### config.mk
export PLATFORM = sky130hd
export DESIGN_NAME = fp_sub_normalizer
export DESIGN_NICKNAME = d
export VERILOG_FILES = /design/src/rtl/fp_sub_normalizer.sv
export SDC_FILE = /design/constraint.sdc
export NUM_CORES = 1
export LEC_CHECK = 0
export ABC_AREA = 1
export BUFFER_PORTS_ARGS = -buffer_cell sky130_fd_sc_hd__buf_2
export CORE_UTILIZATION = 63
export DETAILED_ROUTE_END_ITERATION = 16
export PLACE_DENSITY = 0.87
export SLEW_MARGIN = 30
export SYNTH_ARGS = -nofsm -noshare
export SYNTH_HDL_FRONTEND = slang
export SYNTH_SLANG_ARGS = --single-unit
### constraint.sdc
create_clock -name clk -period 5 [get_ports clk]
set_input_delay 1 -clock clk [delete_from_list [all_inputs] [get_ports clk]]
set_output_delay 1 -clock clk [all_outputs]
set_load 0.005 [all_outputs]
### src/rtl/fp_sub_normalizer.sv
// rtl/fp_sub_normalizer.sv - iterative IEEE-754 single post-add/sub normaliser
// Define FP_NORM_ROUND_EN for round-to-nearest-even in the right-shift step.
module fp_sub_normalizer #(
  parameter int SHIFT_STEP = 1
) (
  input  logic        clk,
  input  logic        reset,
  input  logic        in_valid,
  output logic        in_ready,
  input  logic        in_sign,
  input  logic [7:0]  in_exp,
  input  logic [24:0] in_sig,
  output logic        out_valid,
  input  logic        out_ready,
  output logic [31:0] out_result,
  output logic        out_zero,
  output logic        out_underflow,
  output logic        out_overflow
);

  generate
    if (SHIFT_STEP != 1 && SHIFT_STEP != 2 && SHIFT_STEP != 4) begin : g_bad_step
      $error("fp_sub_normalizer: SHIFT_STEP must be 1, 2 or 4");
    end
  endgenerate

  localparam logic [1:0] ST_IDLE  = 2'd0;
  localparam logic [1:0] ST_RIGHT = 2'd1;
  localparam logic [1:0] ST_SHIFT = 2'd2;
  localparam logic [1:0] ST_DONE  = 2'd3;

  logic [1:0]  state_q, state_d;
  logic        sign_q, sign_d;
  logic [7:0]  exp_q, exp_d;
  logic [24:0] sig_q, sig_d;
  logic [31:0] result_q, result_d;
  logic        zero_q, zero_d;
  logic        uf_q, uf_d;
  logic        of_q, of_d;

  logic [2:0]  step_n;
  logic        step_stop;
  logic [24:0] sig_ls;
  logic [7:0]  exp_dec;
  logic [24:0] sig_rs;
  logic [7:0]  exp_inc;

  // Per-cycle left shift: stop at the first set bit, the step limit, or exp reaching 1.
  always_comb begin
    step_n    = 3'd0;
    step_stop = 1'b0;
    for (int i = 0; i < SHIFT_STEP; i++) begin
      if (!step_stop && !sig_q[23 - i] && (int'(exp_q) > i + 1)) begin
        step_n = 3'(i + 1);
      end else begin
        step_stop = 1'b1;
      end
    end
  end

  assign sig_ls  = sig_q << step_n;
  assign exp_dec = exp_q - {5'd0, step_n};

  always_comb begin
    sig_rs = {1'b0, sig_q[24:1]};
`ifdef FP_NORM_ROUND_EN
    if (sig_q[0] && sig_rs[0]) begin
      sig_rs = sig_rs + 25'd1;
    end
`endif
  end

  assign exp_inc = exp_q + 8'd1;

  always_comb begin
    state_d  = state_q;
    sign_d   = sign_q;
    exp_d    = exp_q;
    sig_d    = sig_q;
    result_d = result_q;
    zero_d   = zero_q;
    uf_d     = uf_q;
    of_d     = of_q;
    case (state_q)
      ST_IDLE: begin
        if (in_valid && in_ready) begin
          sign_d = in_sign;
          exp_d  = in_exp;
          sig_d  = in_sig;
          zero_d = 1'b0;
          uf_d   = 1'b0;
          of_d   = 1'b0;
          if (in_exp == 8'hFF) begin
            state_d  = ST_DONE;
            result_d = {in_sign, 8'hFF, in_sig[22:0]};
            of_d     = 1'b1;
          end else if (in_sig == 25'd0) begin
            state_d  = ST_DONE;
            result_d = {in_sign, 31'd0};
            zero_d   = 1'b1;
          end else if (in_sig[24]) begin
            state_d = ST_RIGHT;
          end else if (in_sig[23]) begin
            state_d  = ST_DONE;
            result_d = {in_sign, (in_exp == 8'd0) ? 8'd1 : in_exp, in_sig[22:0]};
          end else if (in_exp <= 8'd1) begin
            state_d  = ST_DONE;
            result_d = {in_sign, 8'd0, in_sig[22:0]};
            uf_d     = 1'b1;
          end else begin
            state_d = ST_SHIFT;
          end
        end
      end
      ST_RIGHT: begin
        sig_d = sig_rs;
        exp_d = exp_inc;
        if (exp_inc == 8'hFF) begin
          state_d  = ST_DONE;
          result_d = {sign_q, 8'hFF, 23'd0};
          of_d     = 1'b1;
        end else if (sig_rs[24]) begin
          // rounding carried into bit 24: one more right step
          state_d = ST_RIGHT;
        end else begin
          state_d  = ST_DONE;
          result_d = {sign_q, exp_inc, sig_rs[22:0]};
        end
      end
      ST_SHIFT: begin
        sig_d = sig_ls;
        exp_d = exp_dec;
        if (sig_ls[23]) begin
          state_d  = ST_DONE;
          result_d = {sign_q, exp_dec, sig_ls[22:0]};
        end else if (exp_dec == 8'd1) begin
          state_d  = ST_DONE;
          result_d = {sign_q, 8'd0, sig_ls[22:0]};
          uf_d     = 1'b1;
        end
      end
      ST_DONE: begin
        if (out_ready) begin
          state_d = ST_IDLE;
        end
      end
      default: state_d = ST_IDLE;
    endcase
  end

  always_ff @(posedge clk) begin
    if (reset) begin
      state_q  <= ST_IDLE;
      sign_q   <= 1'b0;
      exp_q    <= 8'd0;
      sig_q    <= 25'd0;
      result_q <= 32'd0;
      zero_q   <= 1'b0;
      uf_q     <= 1'b0;
      of_q     <= 1'b0;
    end else begin
      state_q  <= state_d;
      sign_q   <= sign_d;
      exp_q    <= exp_d;
      sig_q    <= sig_d;
      result_q <= result_d;
      zero_q   <= zero_d;
      uf_q     <= uf_d;
      of_q     <= of_d;
    end
  end

  assign in_ready      = (state_q == ST_IDLE) && !reset;
  assign out_valid     = (state_q == ST_DONE);
  assign out_result    = result_q;
  assign out_zero      = zero_q;
  assign out_underflow = uf_q;
  assign out_overflow  = of_q;

endmodule

---- Word-level counts from Yosys, hierarchy flattened ----
Cells that the tools add are included.
storage, ports and cells
  bits in registers ....................... 71
  input port bits ......................... 38
  output and inout bits ................... 37
  word-level logic and storage cells ...... 85
cells by class
  add/subtract/negate cells ............... 2
  $lt $le $gt $ge ......................... 2
  equality and inequality tests ........... 14
  shift-type cells ........................ 1
  multiplexer cells ....................... 41
  reduce and logical (&&, ||, !) cells .... 17
operator list
  cell                 count
  $mux 32              8
  $pmux 32 s3          1
  $pmux 25 s3          1
  $mux 31              1
  $logic_not 25->1     1
  $mux 25              1
  $shl 25x1->25        1
  $pmux 8 s3           1
  $eq 8x8->1 const B   2
  $mux 1               16
  $mux 8               2
  $mux 2               7
  $add 8x1->8 const B  1
  $eq 8x1->1 const B   1
  $gt 8x1->1 const B   1
  $le 8x1->1 const B   1
  $logic_not 8->1      1
  $ne 2x2->1 const B   4
  $pmux 2 s4           1
  $sub 8x1->8          1
  $reduce_and 3->1     2
  $ne 5x5->1 const B   1
  $reduce_and 5->1     1
  $eq 2x2->1 const B   2
  other kinds (12)     18

---- Logic depth before layout (Yosys ltp) ----
Gate-level depths: netlist of the first run.
  depth after elaboration ................. 8
  mapped depth ............................ 23
  mapped depth without buffers ............ 21

---- Worst setup path after synthesis of the first run ----
OpenSTA, ideal clock, no wires.
  path type ............................... flip-flop to flip-flop
  start point ............................. reg exp_q[0]
  end point ............................... reg result_q[14], in the netlist out_result[14]
  library setup time ...................... 0.113 ns
  arrival ................................. 2.761 ns
  required time ........................... 4.887 ns
  slack ................................... 2.127 ns
  cell stages (with the launch flop) ...... 24
  buffers on the path ..................... 3
  clock period less this slack ............ 2.873 ns
  path through ............................ dfxtp_1 -> inv_1 -> ha_1 -> nor2_1 -> nor2_1 -> nand2_1 -> nand2_1 -> buf_2 -> inv_1 -> ha_1 -> ha_1 -> inv_1 -> nand2_1 -> nand2_1 -> nor2_1 -> nand2_1 -> nor2_1 -> nand3_1 -> nand3_1 -> nand2_2 -> buf_6 -> buf_6 -> nor2_1 -> nor2_1
on the way
  cells in the longest elaborated chain, start to end .. 7
  elaborated cells on any way between the ends .. 14
  those cells by class .................... add/sub: 2; order compare: 1; eq/ne: 3; shift: 1; mux: 5; reduce/logical: 2
RTL lines
  item                                                                     RTL line  source
  start, declared                                                          34        logic [7:0] exp_q, exp_d;
  start signal, assigned                                                   164       exp_q <= exp_d;
  $gt 8x1->1                                                               53        if (!step_stop && !sig_q[23 - i] && (int'(exp_q) > i + 1)) begin
  $logic_and 1x1->1                                                        53
  $mux 1                                                                   53
  $sub 8x1->8 / $shl 25x1->25 (equally long branches)                      62, 61
  $eq 8x1->1 / $mux 32 (equally long branches)                             136       end else if (exp_dec == 8'd1) begin
  $ne 3x3->1 (no source line) / $mux 32 (equally long branches)            n/a
  $reduce_and 5->1 (no source line) / $pmux 32 s3 (equally long branches)  n/a
  end signal, assigned                                                     166       result_q <= result_d;
  end, declared                                                            36        logic [31:0] result_q, result_d;
Parallel ways exist; a longest one is shown, timed or not. The select of a mux whose other input is x is not followed.
A chain may end at the register's enable or synchronous reset.

---- Worst setup path in the final report of the first run ----
  start point ............................. reg exp_q[0]
  end point ............................... reg result_q[29], in the netlist out_result[29]
on the way
  cells in the longest elaborated chain, start to end .. 7
  elaborated cells on any way between the ends .. 13
  those cells by class .................... add/sub: 2; order compare: 1; eq/ne: 3; shift: 1; mux: 4; reduce/logical: 2
RTL lines
  item                               RTL line  source
  $gt 8x1->1                         53
  $logic_and 1x1->1                  53
  $mux 1                             53
  $sub 8x1->8                        62        assign exp_dec = exp_q - {5'd0, step_n};
  $eq 8x1->1                         136
  $ne 3x3->1 (no source line)        n/a
  $reduce_and 5->1 (no source line)  n/a
Parallel ways exist; a longest one is shown, timed or not.

==> impl_results.html, run 1 <==
<table>
<tr><th>Metric</th><th>Value</th></tr>
<tr><th colspan="2">Cells and area</th></tr>
<tr><td>Area occupied by registers</td><td>1421 um^2</td></tr>
<tr><td>Filler Cells Inserted</td><td>711</td></tr>
<tr><td>Share of final-layout standard cells stronger than drive strength 1</td><td>11.47%</td></tr>
<tr><td>Post-synthesis to final-layout area growth</td><td>10.52%</td></tr>
<tr><td>Multi-input logic area</td><td>3023 um^2</td></tr>
<tr><td>Number of nets in the finished design</td><td>1012</td></tr>
<tr><td>Count of antenna diodes in the layout</td><td>0</td></tr>
<tr><th colspan="2">Synthesis</th></tr>
<tr><td>Synth Cell Area</td><td>5101 um^2</td></tr>
<tr><td>Warnings, synthesis</td><td>0</td></tr>
<tr><td>Ranking of synthesized cells by area</td><td>sky130_fd_sc_hd__dfxtp_1 (28%), sky130_fd_sc_hd__nand2_1 (24%), sky130_fd_sc_hd__nor2_1 (8.8%)</td></tr>
<tr><td>Number of distinct library cells after synthesis</td><td>28</td></tr>
<tr><td>Sequential fraction of the synthesis area</td><td>~28%</td></tr>
<tr><td>Cell type with the largest total area after synthesis</td><td>sky130_fd_sc_hd__dfxtp_1</td></tr>
<tr><td>Syn Area/Cell</td><td>approximately 5.6 um^2</td></tr>
<tr><td>Number of standard cells after synthesis</td><td>916</td></tr>
<tr><td>Share of Yosys cell area claimed by the top area cell type</td><td>27.86%</td></tr>
<tr><td>Synthesized net count</td><td>965</td></tr>
<tr><td>Total of flip-flops plus latches after synthesis</td><td>between 70 and 80</td></tr>
<tr><th colspan="2">Drt</th></tr>
<tr><td>Vias per inst</td><td>5.553</td></tr>
<tr><td>TritonRoute pass-1 iters</td><td>6</td></tr>
<tr><td>Starting DRT DRC Count</td><td>474</td></tr>
<tr><td>Final WL</td><td>14700 um</td></tr>
<tr><td>Remaining antenna violation count after routing</td><td>0</td></tr>
<tr><td>Detailed-route wire length per cell</td><td>13.74 um</td></tr>
<tr><td>Routed via count</td><td>5942</td></tr>
<tr><td>DRC</td><td>0</td></tr>
<tr><th colspan="2">Power</th></tr>
<tr><td>Power density of the placed cells</td><td>732.5 nW/um^2</td></tr>
<tr><td>Leakage dissipation</td><td>around 3.2 nW</td></tr>
<tr><td>Max VDD drop</td><td>0.0003446 V</td></tr>
<tr><th colspan="2">Die</th></tr>
<tr><td>Effective utilization at floorplan</td><td>65.67%</td></tr>
<tr><td>IO Count</td><td>75</td></tr>
<tr><td>Total Die Area</td><td>8461 um^2</td></tr>
<tr><td>Horiz. Die Dim</td><td>91.99 um</td></tr>
<tr><td>Number of placement rows</td><td>32</td></tr>
<tr><td>Die span in y</td><td>between 90 and 100 um</td></tr>
<tr><td>Core Box Area</td><td>7767 um^2</td></tr>
<tr><th colspan="2">Critical path</th></tr>
<tr><td>Worst R2R Setup Slack</td><td>between 0.8 and 0.9 ns</td></tr>
<tr><td>Cells on worst reg2reg path</td><td>22</td></tr>
<tr><td>Endpoint of the lowest-slack register-to-register path</td><td>out_result[29]</td></tr>
<tr><td>Classification of the worst setup path</td><td>reg -&gt; reg</td></tr>
<tr><td>Worst Path Required</td><td>5.31 ns</td></tr>
<tr><td>Data arrival, critical path</td><td>4.43 ns</td></tr>
<tr><td>Crit. End Element</td><td>flop</td></tr>
<tr><td>Worst r2r src</td><td>exp_q[0]</td></tr>
<tr><td>Critical path peak fanout</td><td>between 40 and 50</td></tr>
<tr><td>Kind of start point of the critical path</td><td>flop</td></tr>
<tr><th colspan="2">STA</th></tr>
<tr><td>Final hold vios</td><td>0</td></tr>
<tr><td>Count of pins over their slew limit</td><td>0</td></tr>
<tr><td>Minimum period implied by the final worst setup slack</td><td>4.115 ns</td></tr>
<tr><td>Highest clock frequency the design can meet</td><td>0.2430 GHz</td></tr>
<tr><td>TNS Setup</td><td>0 ns</td></tr>
<tr><td>Clock skew after layout</td><td>~0.014 ns</td></tr>
<tr><td>Worst hold margin</td><td>between 0.4 and 0.5 ns</td></tr>
<tr><td>Relative slew slack</td><td>between 40 and 50%</td></tr>
<tr><td>Number of failing setup endpoints in the final timing report</td><td>0</td></tr>
<tr><td>RSZ-0062 raised after global routing</td><td>false</td></tr>
<tr><td>Crit share post-route</td><td>82.30%</td></tr>
<tr><td>Transition time at the pin with the least slew margin</td><td>0.8898 ns</td></tr>
<tr><th colspan="2">Global routing</th></tr>
<tr><td>Number of global-route vias before repair</td><td>5674</td></tr>
<tr><td>Number of antenna violations at the first check in global routing</td><td>0</td></tr>
<tr><td>Largest net degree at the start of global routing</td><td>50</td></tr>
<tr><td>First-pass GRT wire length</td><td>approximately 25000 um</td></tr>
<tr><td>Total congestion overflow after global routing</td><td>0</td></tr>
<tr><td>Total GRT Usage</td><td>roughly 36%</td></tr>
<tr><th colspan="2">Worst hold path</th></tr>
<tr><td>Cell depth of the worst min-delay path</td><td>2</td></tr>
<tr><td>Hold endpoint</td><td>out_underflow</td></tr>
<tr><td>Hold Crit Class</td><td>reg -&gt; reg</td></tr>
<tr><td>Hold path start</td><td>out_underflow</td></tr>
<tr><th colspan="2">Clock tree</th></tr>
<tr><td>CTS clk-pin slew, worst paths</td><td>0.10 ns</td></tr>
<tr><td>Clock tree from TritonCTS</td><td>done</td></tr>
<tr><td>Clock Tree Root</td><td>sky130_fd_sc_hd__clkbuf_8</td></tr>
<tr><td>Clock Latency Late Sink</td><td>around 0.37 ns</td></tr>
<tr><td>Post-CTS setup repair buffer count</td><td>0</td></tr>
<tr><td>H-Tree Depth</td><td>3</td></tr>
<tr><td>Number of buffers created by CTS</td><td>9</td></tr>
<tr><td>Count of hold buffers inserted by post-cts repair</td><td>0</td></tr>
<tr><td>Post-CTS sizing</td><td>0</td></tr>
<tr><td>CTS max path bufs</td><td>2</td></tr>
<tr><td>Num Clock Sinks</td><td>slightly above 70</td></tr>
<tr><th colspan="2">Place</th></tr>
<tr><td>Gpl congestion</td><td>0.9634</td></tr>
<tr><td>HPWL Detailed</td><td>9986 um</td></tr>
<tr><td>Port Buffer Count</td><td>74</td></tr>
<tr><th colspan="2">Job</th></tr>
<tr><td>MaxCap Viol Count</td><td>0</td></tr>
<tr><th colspan="2">Status</th></tr>
<tr><td>Run status</td><td>finished clean</td></tr>
</table>
## layer usage
layer | wire length (um) | share of wire [%] | vias up | GRT usage (%)
li1 | - | - | 2967 | -
met1 | 6219 | 42 | 2611 | 44.40
met2 | 6732 | 46 | 307 | 60.76
met3 | 1177 | 8.0 | 57 | 4.726
met4 | 567 | 3.9 | 0 | 21.61
met5 | 0 | 0 | - | 0
## how the worst max path moves through the flow
| stage | startpoint | endpoint | slack, ns | cells past startpoint |
|---|---|---|---|---|
| floorplan | exp_q[0] | out_result[14] | 2.13 | 23 |
| global placement | exp_q[0] | out_result[26] | 1.23 | 22 |
| detailed placement | exp_q[0] | out_result[29] | 0.96 | 22 |
| CTS | exp_q[0] | out_result[29] | 0.92 | 22 |
| global route | exp_q[0] | out_result[26] | 0.41 | 22 |
| finish | exp_q[0] | out_result[29] | 0.89 | 22 |
## per-stage QoR
step	utilization, %	cells	cell area (um^2)	total power [W]	setup WS, ns
after floorplan	-	916	5101	0.002968	2.127
after global placement	70.14	1054	5448	0.003537	1.225
after detailed placement	70.14	1054	5448	0.003625	0.9620
after CTS	72.52	1070	5633	0.004087	0.9240
after global routing	72.58	1070	5638	0.004538	0.4082
final	72.58	1070	5638	0.004130	0.8851
## critical path, stage by stage (launching register included)
cell	delay, ns
sky130_fd_sc_hd__dfxtp_1	0.44
sky130_fd_sc_hd__inv_1	0.13
sky130_fd_sc_hd__ha_1	0.22
sky130_fd_sc_hd__nor2_1	0.12
sky130_fd_sc_hd__nor2_1	0.06
sky130_fd_sc_hd__nand2_1	0.06
sky130_fd_sc_hd__buf_4	0.26
sky130_fd_sc_hd__nand2_1	0.12
sky130_fd_sc_hd__inv_1	0.09
sky130_fd_sc_hd__ha_1	0.24
sky130_fd_sc_hd__ha_1	0.29
sky130_fd_sc_hd__inv_1	0.06
sky130_fd_sc_hd__nand2_1	0.06
sky130_fd_sc_hd__nand2_1	0.06
sky130_fd_sc_hd__nor2_1	0.09
sky130_fd_sc_hd__nand2_1	0.06
sky130_fd_sc_hd__nor2_1	0.09
sky130_fd_sc_hd__nand3_1	0.13
sky130_fd_sc_hd__nand3_1	0.34
sky130_fd_sc_hd__nand2_2	0.62
sky130_fd_sc_hd__inv_2	0.34
sky130_fd_sc_hd__nor2_1	0.07
sky130_fd_sc_hd__nor2_1	0.11
## state kept, by name (all words and copies together), names as in the netlist
signal / flops
sign_q: 1
out_underflow: 1
out_zero: 1
out_overflow: 1
sig_q: 25
state_q: 2
out_result: 32
exp_q: 8
## final cells by class
cell class | instances | share of cell area (%)
inverters | 120 | 7.989
clock inverters | 7 | 1.087
clock buffers | 9 | 2.197
multi-input cells | 679 | 53.62
repair buffers | 82 | 7.634
well taps | 102 | 2.264
flip-flops and latches | 71 | 25.21
## placed cells by master (no fill, tap or decap), types with 3 or more instances in the layout
cell	netlist	final
sky130_fd_sc_hd__nand2_1	332	332
sky130_fd_sc_hd__nor2_1	120	120
sky130_fd_sc_hd__inv_1	114	113
sky130_fd_sc_hd__nand3_1	82	82
sky130_fd_sc_hd__buf_2	10	74
sky130_fd_sc_hd__dfxtp_1	71	71
sky130_fd_sc_hd__o21ai_0	41	41
sky130_fd_sc_hd__a21oi_1	40	40
sky130_fd_sc_hd__nand4_1	27	27
sky130_fd_sc_hd__ha_1	11	11
sky130_fd_sc_hd__clkbuf_8	0	9
sky130_fd_sc_hd__buf_4	3	8
sky130_fd_sc_hd__inv_2	6	7
sky130_fd_sc_hd__a31oi_1	4	4
sky130_fd_sc_hd__o31ai_1	4	4
sky130_fd_sc_hd__o221ai_1	3	3
sky130_fd_sc_hd__inv_6	0	3
## cells by family (layout without fill, tap and decap cells)
group | Yosys count | count (layout) | synth area share, %
compound gates | 99 | 99 | 10.50
fa+ha+maj | 11 | 11 | 2.698
buf+inv | 166 | 218 | 12.98
flops | 71 | 71 | 27.86
simple gates | 569 | 569 | 45.97
## report_power, final
group	internal (W)	switching, W	total [W]
sequential	0.000842	0.000182	0.00102
combinational	0.000836	0.00182	0.00265
clock	0.000190	0.000265	0.000454
total	0.00187	0.00226	0.00413
## Yosys cell counts
cell / number
sky130_fd_sc_hd__nand4_1: 27
sky130_fd_sc_hd__a211oi_1: 2
sky130_fd_sc_hd__o21ai_1: 2
sky130_fd_sc_hd__nand2_1: 332
sky130_fd_sc_hd__nand2_2: 1
sky130_fd_sc_hd__and3_1: 2
sky130_fd_sc_hd__buf_1: 5
sky130_fd_sc_hd__ha_1: 11
sky130_fd_sc_hd__nor2_1: 120
sky130_fd_sc_hd__clkbuf_1: 26
sky130_fd_sc_hd__buf_2: 10
sky130_fd_sc_hd__o22ai_1: 1
sky130_fd_sc_hd__nor2_4: 1
sky130_fd_sc_hd__o211ai_1: 1
sky130_fd_sc_hd__nor2_8: 1
sky130_fd_sc_hd__o21ai_0: 41
sky130_fd_sc_hd__dfxtp_1: 71
sky130_fd_sc_hd__buf_4: 3
sky130_fd_sc_hd__buf_6: 2
sky130_fd_sc_hd__o31ai_1: 4
sky130_fd_sc_hd__a31oi_1: 4
sky130_fd_sc_hd__o221ai_1: 3
sky130_fd_sc_hd__nor2_2: 3
sky130_fd_sc_hd__inv_1: 114
sky130_fd_sc_hd__a21oi_1: 40
sky130_fd_sc_hd__nand3_1: 82
sky130_fd_sc_hd__inv_2: 6
sky130_fd_sc_hd__o211a_1: 1
No activity file was read; power rests on OpenSTA's default activity.
==> run 2, diff against run 1 <==
Settings changed: ABC_AREA 1 to 0, CORE_UTILIZATION 63 to 58, PLACE_DENSITY 0.87 to 0.81.
Clock period 5 ns to 4 ns, I/O delays scaled along.
==> run 2 against run 1 <==
- clock-buffer cell count increased by 1
- sequential share of layout area grew 1.1 points
- worst setup slack worse by 0.52 ns
- synthesized cell count fell by 31%
==> impl_results.html, run 2 <==
<table>
<tr><th>Metric</th><th>Value</th></tr>
<tr><th colspan="2">Power</th></tr>
<tr><td>Power density of the placed cells</td><td>1069 nW/um^2 (+46%)</td></tr>
<tr><td>Switch Pwr</td><td>0.003037 W (+34%)</td></tr>
<tr><td>Leakage dissipation</td><td>2.057 nW (-35%)</td></tr>
<tr><td>Combinational group share of total power</td><td>65.2% (+1.0 points)</td></tr>
<tr><td>Max VDD drop</td><td>0.0003814 V (+11%)</td></tr>
<tr><td>Switching share of total power</td><td>52.68% (-2.1 points)</td></tr>
<tr><td>Power share of the sequential group</td><td>23.2% (-1.6 points)</td></tr>
<tr><td>Int Power</td><td>0.002728 W (+46%)</td></tr>
<tr><td>Fraction of power consumed by the clock network</td><td>11.5% (+0.5 points)</td></tr>
<tr><td>Power, Total</td><td>0.005764 W (+40%)</td></tr>
<tr><th colspan="2">Critical path</th></tr>
<tr><td>Slowest stage delay, CP</td><td>0.47 ns (-0.15 ns)</td></tr>
<tr><td>Cell with the biggest individual delay on the critical path</td><td>sky130_fd_sc_hd__or3_4</td></tr>
<tr><td>Critical path, cell by cell</td><td>or3_4, o31a_1, ha_1, ha_1, nor3b_1, xnor2_1, nand4_1, o31ai_2, nand2_4, o41ai_1</td></tr>
<tr><td>Data arrival, critical path</td><td>3.87 ns (-0.56 ns)</td></tr>
<tr><td>Worst Path Required</td><td>4.24 ns (-1.07 ns)</td></tr>
<tr><td>Classification of the worst setup path</td><td>reg -&gt; reg</td></tr>
<tr><td>Top cell by count, worst path</td><td>sky130_fd_sc_hd__ha_1</td></tr>
<tr><td>Kind of start point of the critical path</td><td>flop</td></tr>
<tr><td>Worst path top cell family by delay</td><td>simple AND/OR/NAND/NOR gates</td></tr>
<tr><td>Buffers and inverters on the worst path</td><td>0 (-5)</td></tr>
<tr><td>Critical path peak fanout</td><td>24 (-51%)</td></tr>
<tr><td>Crit. End Element</td><td>flop</td></tr>
<tr><th colspan="2">Drt</th></tr>
<tr><td>Vias per inst</td><td>6.698 (+21%)</td></tr>
<tr><td>TritonRoute pass-1 iters</td><td>5 (-1)</td></tr>
<tr><td>Final WL</td><td>14760 um (+0.42%)</td></tr>
<tr><td>Routed via count</td><td>5184 (-13%)</td></tr>
<tr><td>Remaining antenna violation count after routing</td><td>0 (unchanged)</td></tr>
<tr><td>DRC</td><td>0 (unchanged)</td></tr>
<tr><td>Starting DRT DRC Count</td><td>440 (-7.2%)</td></tr>
<tr><td>Detailed-route wire length per cell</td><td>19.07 um (+39%)</td></tr>
<tr><th colspan="2">Cells and area</th></tr>
<tr><td>Post-synthesis to final-layout area growth</td><td>11.83%</td></tr>
<tr><td>Most common cell after layout, fill and taps aside</td><td>sky130_fd_sc_hd__a21oi_1</td></tr>
<tr><td>Share of final-layout standard cells stronger than drive strength 1</td><td>20.98% (+9.5 points)</td></tr>
<tr><td>Number of nets in the finished design</td><td>717 (-29%)</td></tr>
<tr><td>Count of antenna diodes in the layout</td><td>0 (unchanged)</td></tr>
<tr><td>Final Instance Area</td><td>5393 um^2 (-4.3%)</td></tr>
<tr><td>Finished Layout Cells</td><td>774 (-28%)</td></tr>
<tr><td>Number of flip-flops under the largest register name</td><td>32 (unchanged)</td></tr>
<tr><td>Top library cells by usage in the layout, fill and taps aside</td><td>sky130_fd_sc_hd__a21oi_1 (93), sky130_fd_sc_hd__buf_2 (74), sky130_fd_sc_hd__dfxtp_1 (71), sky130_fd_sc_hd__nand2_1 (70), sky130_fd_sc_hd__nor2_1 (50)</td></tr>
<tr><th colspan="2">STA</th></tr>
<tr><td>Crit share post-route</td><td>90.78% (+8.5 points)</td></tr>
<tr><td>TNS Setup</td><td>0 ns (unchanged)</td></tr>
<tr><td>Number of failing setup endpoints in the final timing report</td><td>0 (unchanged)</td></tr>
<tr><td>Count of pins over their slew limit</td><td>0 (unchanged)</td></tr>
<tr><td>Minimum period implied by the final worst setup slack</td><td>3.631 ns (-0.4835 ns)</td></tr>
<tr><td>Transition time at the pin with the least slew margin</td><td>0.9016 ns (+0.01179 ns)</td></tr>
<tr><td>RSZ-0062 raised after global routing</td><td>false</td></tr>
<tr><td>Relative slew slack</td><td>39.90% (-0.58 points)</td></tr>
<tr><td>Clock skew after layout</td><td>0.009634 ns (-0.004431 ns)</td></tr>
<tr><td>Slack of the critical path</td><td>0.3686 ns (-0.5165 ns)</td></tr>
<tr><td>Highest clock frequency the design can meet</td><td>0.2754 GHz (+13%)</td></tr>
<tr><td>Final hold vios</td><td>0 (unchanged)</td></tr>
<tr><th colspan="2">Die</th></tr>
<tr><td>IO Count</td><td>75 (unchanged)</td></tr>
<tr><td>Total Die Area</td><td>8683 um^2 (+2.6%)</td></tr>
<tr><td>Core Box Area</td><td>7888 um^2 (+1.5%)</td></tr>
<tr><td>Horiz. Die Dim</td><td>93.18 um (+1.3%)</td></tr>
<tr><td>Die span in y</td><td>93.18 um (+1.3%)</td></tr>
<tr><td>Number of placement rows</td><td>32 (unchanged)</td></tr>
<tr><td>Effective utilization at floorplan</td><td>61.14% (-4.5 points)</td></tr>
<tr><th colspan="2">Place</th></tr>
<tr><td>Inst Count DP</td><td>759 (-28%)</td></tr>
<tr><td>Pre-CTS setup slack</td><td>0.4314 ns (-0.5307 ns)</td></tr>
<tr><td>Post-DP Area</td><td>5174 um^2 (-5.0%)</td></tr>
<tr><td>HPWL Detailed</td><td>9730 um (-2.6%)</td></tr>
<tr><td>Port Buffer Count</td><td>74 (unchanged)</td></tr>
<tr><td>Gpl congestion</td><td>0.9504 (-1.3%)</td></tr>
<tr><th colspan="2">Worst hold path</th></tr>
<tr><td>Hold Crit Class</td><td>reg -&gt; reg</td></tr>
<tr><th colspan="2">Synthesis</th></tr>
<tr><td>Syn Area/Cell</td><td>7.679 um^2 (+38%)</td></tr>
<tr><td>Cell type with the largest total area after synthesis</td><td>sky130_fd_sc_hd__dfxtp_1</td></tr>
<tr><td>Prevailing post-synth register cell</td><td>sky130_fd_sc_hd__dfxtp_1</td></tr>
<tr><td>Synthesized net count</td><td>677 (-30%)</td></tr>
<tr><td>Ranking of synthesized cells by area</td><td>sky130_fd_sc_hd__dfxtp_1 (29%), sky130_fd_sc_hd__a21oi_1 (9.7%), sky130_fd_sc_hd__o41ai_2 (6.1%)</td></tr>
<tr><td>Number of distinct library cells after synthesis</td><td>62 (+120%)</td></tr>
<tr><td>EDFF count, synth</td><td>0 (unchanged)</td></tr>
<tr><td>Sequential fraction of the synthesis area</td><td>29.48% (+1.6 points)</td></tr>
<tr><td>Share of Yosys cell area claimed by the top area cell type</td><td>29.48% (+1.6 points)</td></tr>
<tr><td>Fraction of synthesis flops using an asynchronous set or reset pin</td><td>0% (unchanged)</td></tr>
<tr><td>Total of flip-flops plus latches after synthesis</td><td>71 (unchanged)</td></tr>
<tr><td>Count leader, synth</td><td>sky130_fd_sc_hd__a21oi_1</td></tr>
<tr><td>Synth top cells by count</td><td>sky130_fd_sc_hd__a21oi_1 (93), sky130_fd_sc_hd__dfxtp_1 (71), sky130_fd_sc_hd__nand2_1 (70), sky130_fd_sc_hd__nor2_1 (50), sky130_fd_sc_hd__clkbuf_1 (42)</td></tr>
<tr><td>Warnings, synthesis</td><td>0 (unchanged)</td></tr>
<tr><td>Number of standard cells after synthesis</td><td>628 (-31%)</td></tr>
<tr><td>Synth Cell Area</td><td>4822 um^2 (-5.5%)</td></tr>
<tr><th colspan="2">Clock tree</th></tr>
<tr><td>Clock Tree Root</td><td>sky130_fd_sc_hd__clkbuf_8</td></tr>
<tr><td>H-Tree Depth</td><td>3 (unchanged)</td></tr>
<tr><td>CTS max path bufs</td><td>2 (unchanged)</td></tr>
<tr><td>Post-CTS setup repair buffer count</td><td>0 (unchanged)</td></tr>
<tr><td>Clock Latency Late Sink</td><td>0.35 ns (-0.02 ns)</td></tr>
<tr><td>Number of buffers created by CTS</td><td>9 (unchanged)</td></tr>
<tr><td>Clock tree from TritonCTS</td><td>done</td></tr>
<tr><td>Post-CTS sizing</td><td>0 (unchanged)</td></tr>
<tr><td>CTS clk-pin slew, worst paths</td><td>0.08 ns (-0.02 ns)</td></tr>
<tr><td>Count of hold buffers inserted by post-cts repair</td><td>0 (unchanged)</td></tr>
<tr><td>Num Clock Sinks</td><td>71 (unchanged)</td></tr>
<tr><th colspan="2">Global routing</th></tr>
<tr><td>Number of global-route vias before repair</td><td>5016 (-12%)</td></tr>
<tr><td>First-pass GRT wire length</td><td>24390 um (-1.6%)</td></tr>
<tr><td>Total congestion overflow after global routing</td><td>0 (unchanged)</td></tr>
<tr><td>Number of antenna violations at the first check in global routing</td><td>0 (unchanged)</td></tr>
<tr><td>Total GRT Usage</td><td>35.66% (-0.66 points)</td></tr>
<tr><td>Largest net degree at the start of global routing</td><td>75 (+50%)</td></tr>
<tr><th colspan="2">Job</th></tr>
<tr><td>MaxCap Viol Count</td><td>0 (unchanged)</td></tr>
<tr><th colspan="2">Status</th></tr>
<tr><td>Run status</td><td>finished clean</td></tr>
</table>
run 2: changes by cell type after synthesis, moves of 8 or more:
cell,delta
sky130_fd_sc_hd__nor3_1,+16
sky130_fd_sc_hd__a21oi_1,+53
sky130_fd_sc_hd__clkbuf_1,+16
sky130_fd_sc_hd__o41ai_2,+18
sky130_fd_sc_hd__nand2_1,-262
sky130_fd_sc_hd__nor4_1,+8
sky130_fd_sc_hd__inv_1,-81
sky130_fd_sc_hd__nand4_1,-20
sky130_fd_sc_hd__o21ai_0,-21
sky130_fd_sc_hd__nand3_1,-73
sky130_fd_sc_hd__o211ai_1,+29
sky130_fd_sc_hd__nor2_1,-70
sky130_fd_sc_hd__or3_1,+23
sky130_fd_sc_hd__o221ai_1,+14
run 2: path summary, 6_finish.rpt:
path,start,endpoint,slack (ns),depth (start not counted)
setup / recovery,exp_q[2],out_result[3],0.37,10
hold / removal,out_underflow,out_underflow,0.45,2
setup reg to reg,exp_q[2],out_result[3],0.37,10
hold reg to reg,out_underflow,out_underflow,0.45,2
run 2: area by class of cell:
type                       count  area (um^2)
timing repair buffer          89        483.0
clock buffer                  10        137.6
fill                         672         2495
clock inverter                 5        81.33
multi-input combinational    463         3014
tap                          102        127.6
sequential                    71         1421
inverter                      34        127.6
run 2: cells by family (layout without fill, tap and decap cells):
logic type               after synthesis  in the layout  synth area share, %
adder cells (fa/ha/maj)               11             11                2.854
flip-flops                            71             71                29.48
AND/OR/NAND/NOR                      208            208                20.86
XOR/XNOR                              11             11                1.998
AO/OA/AOI/OAI                        229            229                35.63
multiplexers                           4              4               0.8563
buffers and inverters                 94            138                8.329
run 2: worst register-to-register path: stages, from the launching register on:
cell                      delay (ns)
sky130_fd_sc_hd__dfxtp_1        0.45
sky130_fd_sc_hd__or3_4          0.48
sky130_fd_sc_hd__o31a_1         0.33
sky130_fd_sc_hd__ha_1           0.23
sky130_fd_sc_hd__ha_1           0.27
sky130_fd_sc_hd__nor3b_1        0.18
sky130_fd_sc_hd__xnor2_1        0.24
sky130_fd_sc_hd__nand4_1        0.21
sky130_fd_sc_hd__o31ai_2        0.38
sky130_fd_sc_hd__nand2_4        0.32
sky130_fd_sc_hd__o41ai_1        0.44
run 2: through the flow:
stage                     util, %  hold WS (ns)
after global routing        68.37        0.4759
after CTS                   68.37        0.4492
after floorplan                 -        0.4329
after detailed placement    65.59        0.4364
final                       68.37        0.4479
after global placement      65.59        0.4372
run 2: power by group through the flow:
| stage | registers [W] | logic, W | clock network (W) |
|---|---|---|---|
| 2_1_floorplan | 0.00122 | 0.00289 | 0 |
| 3_3_place_gp | 0.00132 | 0.00360 | 0 |
| 3_5_place_dp | 0.00133 | 0.00368 | 0 |
| 4_1_cts | 0.00132 | 0.00370 | 0.000667 |
| 5_1_grt | 0.00138 | 0.00412 | 0.000699 |
| 6_report | 0.00134 | 0.00376 | 0.000663 |
run 2: per-layer routing:
metal	part of all wire, %	global-route usage [%]	vias to the layer above	wire [um]
met2	46	57.35	299	6789
met4	3.7	18.21	0	548
met5	0	0	-	0
li1	-	-	2406	-
met3	8.9	6.829	63	1315
met1	41	45.36	2416	6105
